`config.mk`:
```
export PLATFORM = sky130hd
export DESIGN_NAME = x7seg_scan_flat
export DESIGN_NICKNAME = d
export VERILOG_FILES = /design/src/rtl/x7seg_pkg.sv /design/src/rtl/x7seg_scan_if.sv /design/src/rtl/x7seg_decode.sv /design/src/rtl/x7seg_scan.sv /design/src/flat_wrapper.sv
export SDC_FILE = /design/constraint.sdc
export NUM_CORES = 1
export LEC_CHECK = 0
export ABC_CLOCK_PERIOD_IN_PS = 3400
export CAP_MARGIN = 20
export CORE_AREA = 2 2 155 112
export CTS_BUF_LIST = sky130_fd_sc_hd__clkbuf_8
export DETAILED_ROUTE_END_ITERATION = 8
export DIE_AREA = 0 0 157 114
export PLACE_DENSITY_LB_ADDON = 0.3
export SKIP_LAST_GASP = 1
export SLEW_MARGIN = 20
export SYNTH_ARGS = -nofsm -noshare
export SYNTH_HDL_FRONTEND = slang
export SYNTH_SLANG_ARGS = --single-unit
```
`constraint.sdc`:
```
create_clock -name cclk -period 3.4 [get_ports cclk]
set_input_delay 0.51 -clock cclk [delete_from_list [all_inputs] [get_ports cclk]]
set_output_delay 0.51 -clock cclk [all_outputs]
set_load 0.01 [all_outputs]
```
`src/rtl/x7seg_pkg.sv`:
```
// Shared constants for the seven-segment display blocks: the blank pattern,
// the hex-to-segment table (active-low, bit 6 = a ... bit 0 = g), the blink
// phase type and a helper that sizes index/counter registers.
package x7seg_pkg;

  localparam logic [6:0] SEG_OFF = 7'b1111111;

  localparam logic [6:0] HEX_SEG [16] = '{
    7'b0000001,  // 0
    7'b1001111,  // 1
    7'b0010010,  // 2
    7'b0000110,  // 3
    7'b1001100,  // 4
    7'b0100100,  // 5
    7'b0100000,  // 6
    7'b0001111,  // 7
    7'b0000000,  // 8
    7'b0000100,  // 9
    7'b0001000,  // A
    7'b1100000,  // b
    7'b0110001,  // C
    7'b1000010,  // d
    7'b0110000,  // E
    7'b0111000   // F
  };

  typedef enum logic {
    PH_OFF = 1'b0,
    PH_ON  = 1'b1
  } blink_phase_e;

  // Bits needed to hold 0..n-1, never less than one bit.
  function automatic int unsigned idx_width(input int unsigned n);
    return (n > 1) ? $clog2(n) : 1;
  endfunction

endpackage

```
`src/rtl/x7seg_scan_if.sv`:
```
// Register-side bus of the display scanner: the value/attribute set written
// by the CPU, the one-cycle load strobe and the pending status flag.
interface x7seg_scan_if #(
  parameter int unsigned NDIG = 8
);

  logic [4*NDIG-1:0] x;
  logic [NDIG-1:0]   dp_in;
  logic [NDIG-1:0]   blank;
  logic [NDIG-1:0]   blink_mask;
  logic              load;
  logic              pending;

  modport master (
    output x,
    output dp_in,
    output blank,
    output blink_mask,
    output load,
    input  pending
  );

  modport slave (
    input  x,
    input  dp_in,
    input  blank,
    input  blink_mask,
    input  load,
    output pending
  );

endinterface

```
`src/rtl/x7seg_decode.sv`:
```
// Combinational hex nibble to active-low seven-segment pattern (abcdefg).
module x7seg_decode
  import x7seg_pkg::*;
(
  input  logic [3:0] hex,
  output logic [6:0] seg
);

  // Table lookup; every nibble value has an entry.
  always_comb begin
    seg = HEX_SEG[hex];
  end

endmodule

```
`src/rtl/x7seg_scan.sv`:
```
// Multiplexed N-digit seven-segment scanner for common-anode displays.
// A prescaler steps the lit digit every REFRESH_DIV cycles; new values are
// captured into staging on load and moved to the displayed shadow set only
// at the frame boundary, so a frame never mixes old and new digits.
// Optional blinking is compiled in with `define X7SEG_SCAN_BLINK_EN.
module x7seg_scan
  import x7seg_pkg::*;
#(
  parameter int unsigned NDIG         = 8,
  parameter int unsigned REFRESH_DIV  = 50000,
  parameter int unsigned BLINK_FRAMES = 32
) (
  input  logic            cclk,
  input  logic            clr,
  x7seg_scan_if.slave     bus,
  output logic            frame_tick,
  output logic [6:0]      a_to_g,
  output logic [NDIG-1:0] an,
  output logic            dp
);

  localparam int unsigned IW = idx_width(NDIG);
  localparam int unsigned PW = idx_width(REFRESH_DIV);
  localparam logic [IW-1:0] IDX_LAST = IW'(NDIG - 1);
  localparam logic [PW-1:0] PRE_LAST = PW'(REFRESH_DIV - 1);

  logic [PW-1:0] pres_q, pres_d;
  logic [IW-1:0] idx_q, idx_d;
  logic          step, boundary;
  logic          tick_q, tick_d;

  logic [4*NDIG-1:0] stg_x_q, stg_x_d, shd_x_q, shd_x_d;
  logic [NDIG-1:0]   stg_dp_q, stg_dp_d, shd_dp_q, shd_dp_d;
  logic [NDIG-1:0]   stg_blank_q, stg_blank_d, shd_blank_q, shd_blank_d;
  logic              pending_q, pending_d;

  logic [NDIG-1:0] an_q, an_d;
  logic [6:0]      seg_q, seg_d;
  logic            dp_q, dp_d;

  logic [3:0]      sel_nib;
  logic            sel_dp, sel_blank;
  logic [NDIG-1:0] an_lit;
  logic [6:0]      seg_dec;
  logic            blink_off;

`ifdef X7SEG_SCAN_BLINK_EN
  localparam int unsigned BW = idx_width(BLINK_FRAMES);
  localparam logic [BW-1:0] BF_LAST = BW'(BLINK_FRAMES - 1);

  logic [NDIG-1:0] stg_bm_q, stg_bm_d, shd_bm_q, shd_bm_d;
  logic [BW-1:0]   bcnt_q, bcnt_d;
  blink_phase_e    phase_q, phase_d;
  logic            sel_bm;
`else
  logic blink_unused;
  assign blink_unused = ^{bus.blink_mask, BLINK_FRAMES[0]};
`endif

  // Refresh prescaler, digit index and frame-boundary detection.
  always_comb begin
    step     = (pres_q == PRE_LAST);
    boundary = step && (idx_q == IDX_LAST);
    pres_d   = step ? '0 : pres_q + 1'b1;
    idx_d    = idx_q;
    if (step) begin
      idx_d = (idx_q == IDX_LAST) ? '0 : idx_q + 1'b1;
    end
    tick_d = boundary;
  end

  // Staging capture on load and frame-synchronous transfer to shadow.
  // A load on the boundary cycle both commits the older staging contents and
  // refills staging, so pending stays set for the following frame.
  always_comb begin
    stg_x_d     = stg_x_q;
    stg_dp_d    = stg_dp_q;
    stg_blank_d = stg_blank_q;
    shd_x_d     = shd_x_q;
    shd_dp_d    = shd_dp_q;
    shd_blank_d = shd_blank_q;
    pending_d   = pending_q;
`ifdef X7SEG_SCAN_BLINK_EN
    stg_bm_d    = stg_bm_q;
    shd_bm_d    = shd_bm_q;
`endif
    if (boundary && pending_q) begin
      shd_x_d     = stg_x_q;
      shd_dp_d    = stg_dp_q;
      shd_blank_d = stg_blank_q;
`ifdef X7SEG_SCAN_BLINK_EN
      shd_bm_d    = stg_bm_q;
`endif
    end
    if (boundary) begin
      pending_d = 1'b0;
    end
    if (bus.load) begin
      stg_x_d     = bus.x;
      stg_dp_d    = bus.dp_in;
      stg_blank_d = bus.blank;
`ifdef X7SEG_SCAN_BLINK_EN
      stg_bm_d    = bus.blink_mask;
`endif
      pending_d   = 1'b1;
    end
  end

`ifdef X7SEG_SCAN_BLINK_EN
  // Blink phase advances on the boundary itself, the same edge that raises
  // frame_tick, so each frame shows a single consistent phase.
  always_comb begin
    bcnt_d  = bcnt_q;
    phase_d = phase_q;
    if (boundary) begin
      if (bcnt_q == BF_LAST) begin
        bcnt_d  = '0;
        phase_d = (phase_q == PH_ON) ? PH_OFF : PH_ON;
      end else begin
        bcnt_d = bcnt_q + 1'b1;
      end
    end
  end
`endif

  // Select the current digit's shadow attributes.
  always_comb begin
    sel_nib   = '0;
    sel_dp    = 1'b0;
    sel_blank = 1'b0;
    an_lit    = '1;
`ifdef X7SEG_SCAN_BLINK_EN
    sel_bm    = 1'b0;
`endif
    for (int unsigned i = 0; i < NDIG; i++) begin
      if (idx_q == IW'(i)) begin
        sel_nib   = shd_x_q[4*i +: 4];
        sel_dp    = shd_dp_q[i];
        sel_blank = shd_blank_q[i];
        an_lit[i] = 1'b0;
`ifdef X7SEG_SCAN_BLINK_EN
        sel_bm    = shd_bm_q[i];
`endif
      end
    end
  end

  x7seg_decode u_decode (
    .hex (sel_nib),
    .seg (seg_dec)
  );

  // Registered pin drive; blanked or blink-off digits go fully dark.
  always_comb begin
`ifdef X7SEG_SCAN_BLINK_EN
    blink_off = (phase_q == PH_OFF) && sel_bm;
`else
    blink_off = 1'b0;
`endif
    if (sel_blank || blink_off) begin
      an_d  = '1;
      seg_d = SEG_OFF;
      dp_d  = 1'b1;
    end else begin
      an_d  = an_lit;
      seg_d = seg_dec;
      dp_d  = ~sel_dp;
    end
  end

  // State registers with synchronous reset.
  always_ff @(posedge cclk) begin
    if (clr) begin
      pres_q      <= '0;
      idx_q       <= '0;
      tick_q      <= 1'b0;
      stg_x_q     <= '0;
      stg_dp_q    <= '0;
      stg_blank_q <= '1;
      shd_x_q     <= '0;
      shd_dp_q    <= '0;
      shd_blank_q <= '1;
      pending_q   <= 1'b0;
      an_q        <= '1;
      seg_q       <= SEG_OFF;
      dp_q        <= 1'b1;
`ifdef X7SEG_SCAN_BLINK_EN
      stg_bm_q    <= '0;
      shd_bm_q    <= '0;
      bcnt_q      <= '0;
      phase_q     <= PH_ON;
`endif
    end else begin
      pres_q      <= pres_d;
      idx_q       <= idx_d;
      tick_q      <= tick_d;
      stg_x_q     <= stg_x_d;
      stg_dp_q    <= stg_dp_d;
      stg_blank_q <= stg_blank_d;
      shd_x_q     <= shd_x_d;
      shd_dp_q    <= shd_dp_d;
      shd_blank_q <= shd_blank_d;
      pending_q   <= pending_d;
      an_q        <= an_d;
      seg_q       <= seg_d;
      dp_q        <= dp_d;
`ifdef X7SEG_SCAN_BLINK_EN
      stg_bm_q    <= stg_bm_d;
      shd_bm_q    <= shd_bm_d;
      bcnt_q      <= bcnt_d;
      phase_q     <= phase_d;
`endif
    end
  end

  assign frame_tick  = tick_q;
  assign a_to_g      = seg_q;
  assign an          = an_q;
  assign dp          = dp_q;
  assign bus.pending = pending_q;

endmodule

```
`src/flat_wrapper.sv`:
```
// flat-port wrapper written by rule: the top's interface ports become plain ports
module x7seg_scan_flat import x7seg_pkg::*;
#(
  parameter int unsigned NDIG         = 8,
  parameter int unsigned REFRESH_DIV  = 50000,
  parameter int unsigned BLINK_FRAMES = 32
)
  (cclk, clr, frame_tick, a_to_g, an, dp, bus_x, bus_dp_in, bus_blank, bus_blink_mask, bus_load, bus_pending);
  x7seg_scan_if #(.NDIG(NDIG)) bus_i ();
  input  logic cclk;
  input  logic clr;
  output logic frame_tick;
  output logic [6:0] a_to_g;
  output logic [NDIG-1:0] an;
  output logic dp;
  input wire logic [$bits(bus_i.x)-1:0] bus_x;
  input wire logic [$bits(bus_i.dp_in)-1:0] bus_dp_in;
  input wire logic [$bits(bus_i.blank)-1:0] bus_blank;
  input wire logic [$bits(bus_i.blink_mask)-1:0] bus_blink_mask;
  input wire logic [$bits(bus_i.load)-1:0] bus_load;
  output wire logic [$bits(bus_i.pending)-1:0] bus_pending;
  assign bus_i.x = bus_x;
  assign bus_i.dp_in = bus_dp_in;
  assign bus_i.blank = bus_blank;
  assign bus_i.blink_mask = bus_blink_mask;
  assign bus_i.load = bus_load;
  assign bus_pending = bus_i.pending;
  x7seg_scan #(.NDIG(NDIG), .REFRESH_DIV(REFRESH_DIV), .BLINK_FRAMES(BLINK_FRAMES)) u_core (.cclk(cclk), .clr(clr), .bus(bus_i), .frame_tick(frame_tick), .a_to_g(a_to_g), .an(an), .dp(dp));
endmodule
```
Word-level counts from Yosys, hierarchy flattened --
Memory sizes are Yosys's and may differ from the RTL's. A register that Yosys moved wholly into a read port is not among the register bits. Cells that the tools add are included.
Cells by class: add/sub/neg operators 2, equal/unequal tests 8, muxes and demuxes 35, bitwise logic cells 2, reductions and logical operators 6
Operators by type and width (count):
- 4-bit 2-to-1 mux | 8
- 1-bit 2-to-1 mux | 26
- 16-bit by 1-bit adder with 16-bit output (second input constant) | 1
- 16-bit == test (second input constant) | 1
- 3-bit == test (second input constant) | 4
- 3-bit by 2-bit == test with 1-bit output (second input constant) | 2
- 4-bit NOT with 5-bit output | 1
- 2-bit OR reduction | 2
- 3-bit by 1-bit adder with 3-bit output (second input constant) | 1
- 3-bit by 1-bit == test with 1-bit output (second input constant) | 1
- 3-bit logical NOT | 1
- 3-bit 2-to-1 mux | 1
- 1-bit logical AND | 2
- 2-bit nonzero test | 1
- 1-bit NOT | 1
Storage, ports and cells: register bits 126, memory bits (read-only) 112, input bits 59, output and inout bits 18, logic and storage cells 66, memories 1
Memory list:
- (no name shown) | words 16, bits a word 7, read ports 1, clocked after Yosys merged registers in 1, write ports 0, line x7seg_decode.sv:11 | seg = HEX_SEG[hex];

Logic depth before layout (Yosys ltp) --
word-level depth 10, depth in mapped cells 13, depth with buffers taken out 12

By module --
From an unflattened synthesis, not the netlist that was laid out.
Second synthesis, totals: cells, all modules 612, area, all modules 5400.2 um2
Modules (own cells, without submodules):
- x7seg_scan | times used 1, cells each 581, area an instance 5137.4 um2, seq. area each 2662.6 um2
- x7seg_decode | times used 1, cells each 31, area an instance 262.8 um2, seq. area each 0.0 um2

Worst setup path before layout --
Ideal clock, no wire load.
path kind reg-to-reg, start point register u_core.idx_q[0], end point register u_core.seg_q[0], in the netlist u_core.a_to_g[0], library setup time 0.129 ns, arrival 2.339 ns, data required time 3.271 ns, slack 0.932 ns, stages on the path, launching flop included 13, period minus slack after synthesis 2.468 ns, cell sequence dfxtp_1 ha_1 ha_1 clkbuf_1 nand3_1 a32oi_1 o21ai_0 o21ai_1 inv_1 ha_1 mux2_2 nand2_1 o211ai_1
On the way: longest elaborated chain between the ends 10, elaborated cells on any way between the ends 26, classes of those cells 7 x eq/ne; 16 x mux; 1 x bitwise; 2 x reduce/logical
RTL lines:
- start: declaration | line x7seg_scan.sv:28 | logic [IW-1:0] idx_q, idx_d;
- start signal: assignment | line x7seg_scan.sv:195 | idx_q <= idx_d;
- 3-bit logical NOT | line x7seg_scan.sv:136 | if (idx_q == IW'(i)) begin
- 1-bit 2-to-1 mux or 4-bit 2-to-1 mux (tied branches) (8 in a row) | line x7seg_scan.sv:136
- 2-bit OR reduction (no source line) or 4-bit NOT with 5-bit output (tied branches)
- end: declaration | line x7seg_scan.sv:38 | logic [6:0] seg_q, seg_d;
Several ways; a longest one is shown, not always the timed one. A chain may end at the register's enable or synchronous reset.

Worst setup path after layout --
start point register u_core.idx_q[0], end point register u_core.seg_q[1], in the netlist u_core.a_to_g[1]
The elaborated chain is that of the path after synthesis.

==> run summary <==
The number of global-route vias before repair came to roughly 4400. The first-pass iteration count of the detailed router is 5. The synthesized area is between 5000 and 6000 sq um. The average instance area after synthesis is 8.66 sq um. The post-layout instance area is around 6700 sq um. For this run, the leading register cell type out of synthesis is dfxtp_1.

The initial antenna violation count is 0. The max-slew violation count is 0. After synthesis the netlist holds a flip-flop and latch count of 133. After detailed placement, the total cell area comes to around 6300 sq um. The placeable core region is ~17000 sq um. The total of fill cells in the finished design is roughly 1600. Clock latency on the worst-skew pair, taken at its later pin, is between 0.4 and 0.5 ns. The sum of negative setup slack came out at 0 ns. The pin count of the biggest net entering global routing is 58.

The setup fix buffers added after clock tree synthesis is 0. Dividing the detail-routed wire length by the instance count gives 13.8 microns. The total via count after detailed routing came out at around 4500. The total of endpoints with negative setup slack in the final report is 0. The final hold violation count was 0. The final period demand of the worst path is approximately 3 ns. The endpoint required time on the critical path is 3.70 ns. For the final database, setup skew stands at ~0.014 ns. Across all hold checks on the routed design, the worst slack comes to approximately 0.46 ns. The worst IR drop on VDD came out at around 200 uV. In this run the remaining antenna-violating nets after routing total 0.

The number of core rows is 40. The cell count after synthesis is between 600 and 700. The die footprint is 17900 sq um.

The total CTS buffers came out at 17. The die span in x came out at between 150 and 200 microns. The final-stage net count came out at about 760. The kind of end point of the critical path is a register. The total wire length is between 10000 and 15000 microns.

The total instance count after detailed placement is 904. Setup repair after global routing left no endpoint under its margin. The flow ran to the end, and the final reports show no timing, DRC or antenna violations. The sum of internal, switching and leakage power is roughly 3.1 mW. The count of inserted antenna diode cells is 0. The count of boundary I/O pins is slightly below 80. For the pin with the worst max-slew slack, the measured transition is 0.938 ns. The part of the Yosys area used for sequential elements is 0.485.

The HPWL after detailed placement is 9070 microns. The initial core utilization came out at 0.331. The number of hold buffers added after CTS is 0. The routed via count divided by cell count came out at between 4 and 5.

The number of clock sinks is around 130. Summing all flip-flop and latch instances after layout gives approximately 2700 sq um. The longest clock path from root to sink contains 2 buffers.

The count of buffers added on input and output ports is between 60 and 70. The count of warnings emitted by yosys is 0. The iteration-0 DRC count of the detailed router is between 200 and 300. Setup slack on the critical path of the routed design comes to between 0.4 and 0.5 ns. The number of enable flip-flop cells after synthesis is 0. The total power density per cell area is around 460 nW/um^2. The type of the setup path with the least slack is reg -> reg. The static power due to leakage came out at between 2 and 3 nW. The number of cells traversed by the worst hold path came out at 1. The first-pass GRT wire length came out at between 20000 and 25000 microns. In this run the vertical extent of the chip is between 100 and 150 microns. After synthesis, the cell types taking the most area are dfxtp_1 (49%), nand2_1 (8.8%), mux2i_1 (7.8%), a21oi_1 (5.1%), nor2_1 (5.0%). The number of remaining DRC errors came out at 0. The finished layout holds 936 standard cells, fillers aside.

In the final layout, the share of cells above drive strength 1 is 0.0794. The top-area cell type share of the netlist area is 0.485. Leaving out fill and tap cells, the most frequent cell in the layout is dfxtp_1. The multi-input combinational cells in the finished layout cover a total of around 2600 sq um.

At the worst endpoint, the arrival time is between 3 and 4 ns. Along the worst path, the maximum fanout reaches 15. The startpoint kind of the worst setup timing path is a register. The number of resized instances in the post-cts repair step is 0. The number of unique standard cell types used by synthesis is 54. The cell sitting at the root of the clock tree is a clkbuf_8.

The growth of design area from synthesis to finish came out at 22.8%. In the global route stage, overall resource usage came out at 0.155. The post-synth net total is approximately 710. Timing analysis after detailed placement gives a worst setup slack of 0.474 ns. The H-tree depth reported by CTS is 4.

The top cell types in the final layout, fill and taps aside, are dfxtp_1 (133), nand2_1 (129), nor2_1 (73). Of all cell types, the one taking the most synthesized area is dfxtp_1. In the finished design, the share of the clock period the worst path needs comes to 0.879. The utilization after layout is 0.407. The aggregate global routing overflow came out at 0. Routability-driven placement finished with a final weighted congestion of about 0.85. Headroom to the max-slew limit came out at 0.375. The maximum operating frequency came out at between 300 and 400 MHz. The min-delay analysis places its worst path in the category reg -> reg.

The share of flip-flops with an asynchronous set or reset came out at 0. Clock-pin slew was measured on the worst setup and hold paths at ~0.08 ns. The depth of the most critical reg-to-reg path came out at 12.

TritonCTS built the clock tree. The max-capacitance violation count is 0.
==> flip-flops by register name, indices dropped and copies added (netlist names), 8 cells and up <==
signal              flops
u_core.shd_blank_q      8
u_core.stg_dp_q         8
u_core.shd_x_q         32
u_core.pres_q          16
u_core.stg_blank_q      8
u_core.stg_x_q         32
u_core.an               8
u_core.shd_dp_q         8
==> cells by family after synthesis <==
family,Yosys count,share of synthesized area
xor gates and xnor gates,12,0.0191
and+or+nand+nor,270,0.216
buffers and inverters,55,0.0454
adders and majority gates,13,0.0296
DFF,133,0.485
AOI/OAI and AO/OA,105,0.120
muxes,46,0.0846
==> synth_stat cells, types with 6 or more instances <==
cell type / instances
dfxtp_1: 133
nand2_1: 129
nor2_1: 73
a21oi_1: 56
mux2i_1: 43
clkbuf_1: 21
nand3_1: 16
inv_1: 15
ha_1: 13
nand3b_1: 10
a211o_1: 9
nor2b_1: 9
o21ai_0: 9
buf_1: 8
nand2b_1: 6
xnor2_1: 6
xor2_1: 6
==> report_power, final <==
group / switching [mW] / leakage (nW) / internal, mW
registers: 0.0248 / 1.08 / 1.60
clock network: 0.626 / 0.187 / 0.684
logic: 0.0670 / 1.28 / 0.0928
==> worst max-delay path, cell delays in order (launching register included) <==
cell,delay (ns)
dfxtp_1,0.35
inv_1,0.10
ha_1,0.55
nand2_1,0.31
nand3_1,0.17
a32oi_1,0.06
o21ai_0,0.29
o21ai_1,0.13
buf_4,0.19
ha_1,0.26
mux2_2,0.28
nand2_1,0.06
o211ai_1,0.10
==> final timing paths <==
path	start	to	slack (ns)
worst max-delay path	u_core.idx_q[0]	u_core.a_to_g[1]	0.41
worst min-delay path	u_core.pres_q[0]	u_core.pres_q[0]	0.46
worst max register to register	u_core.idx_q[0]	u_core.a_to_g[1]	0.41
worst min register to register	u_core.pres_q[0]	u_core.pres_q[0]	0.46
==> routing by layer <==
| metal | vias to the layer above | routed length (microns) | track usage |
|---|---|---|---|
| li1 | 2252 | - | - |
| met1 | 2088 | 6700 | 0.223 |
| met2 | 130 | 5280 | 0.222 |
| met3 | 10 | 812 | 0.0467 |
| met4 | 0 | 118 | 0.0440 |
| met5 | - | 0 | 0 |
==> final cells by class <==
type / instances / share of cell area
clock inverter: 13 / 0.0197
tap: 231 / 0.0429
clock buffer: 19 / 0.0388
timing repair buffer: 78 / 0.112
multi-input combinational: 446 / 0.382
inverter: 16 / 0.00891
sequential: 133 / 0.395
Note: power is estimated with default switching activity, not from simulation.
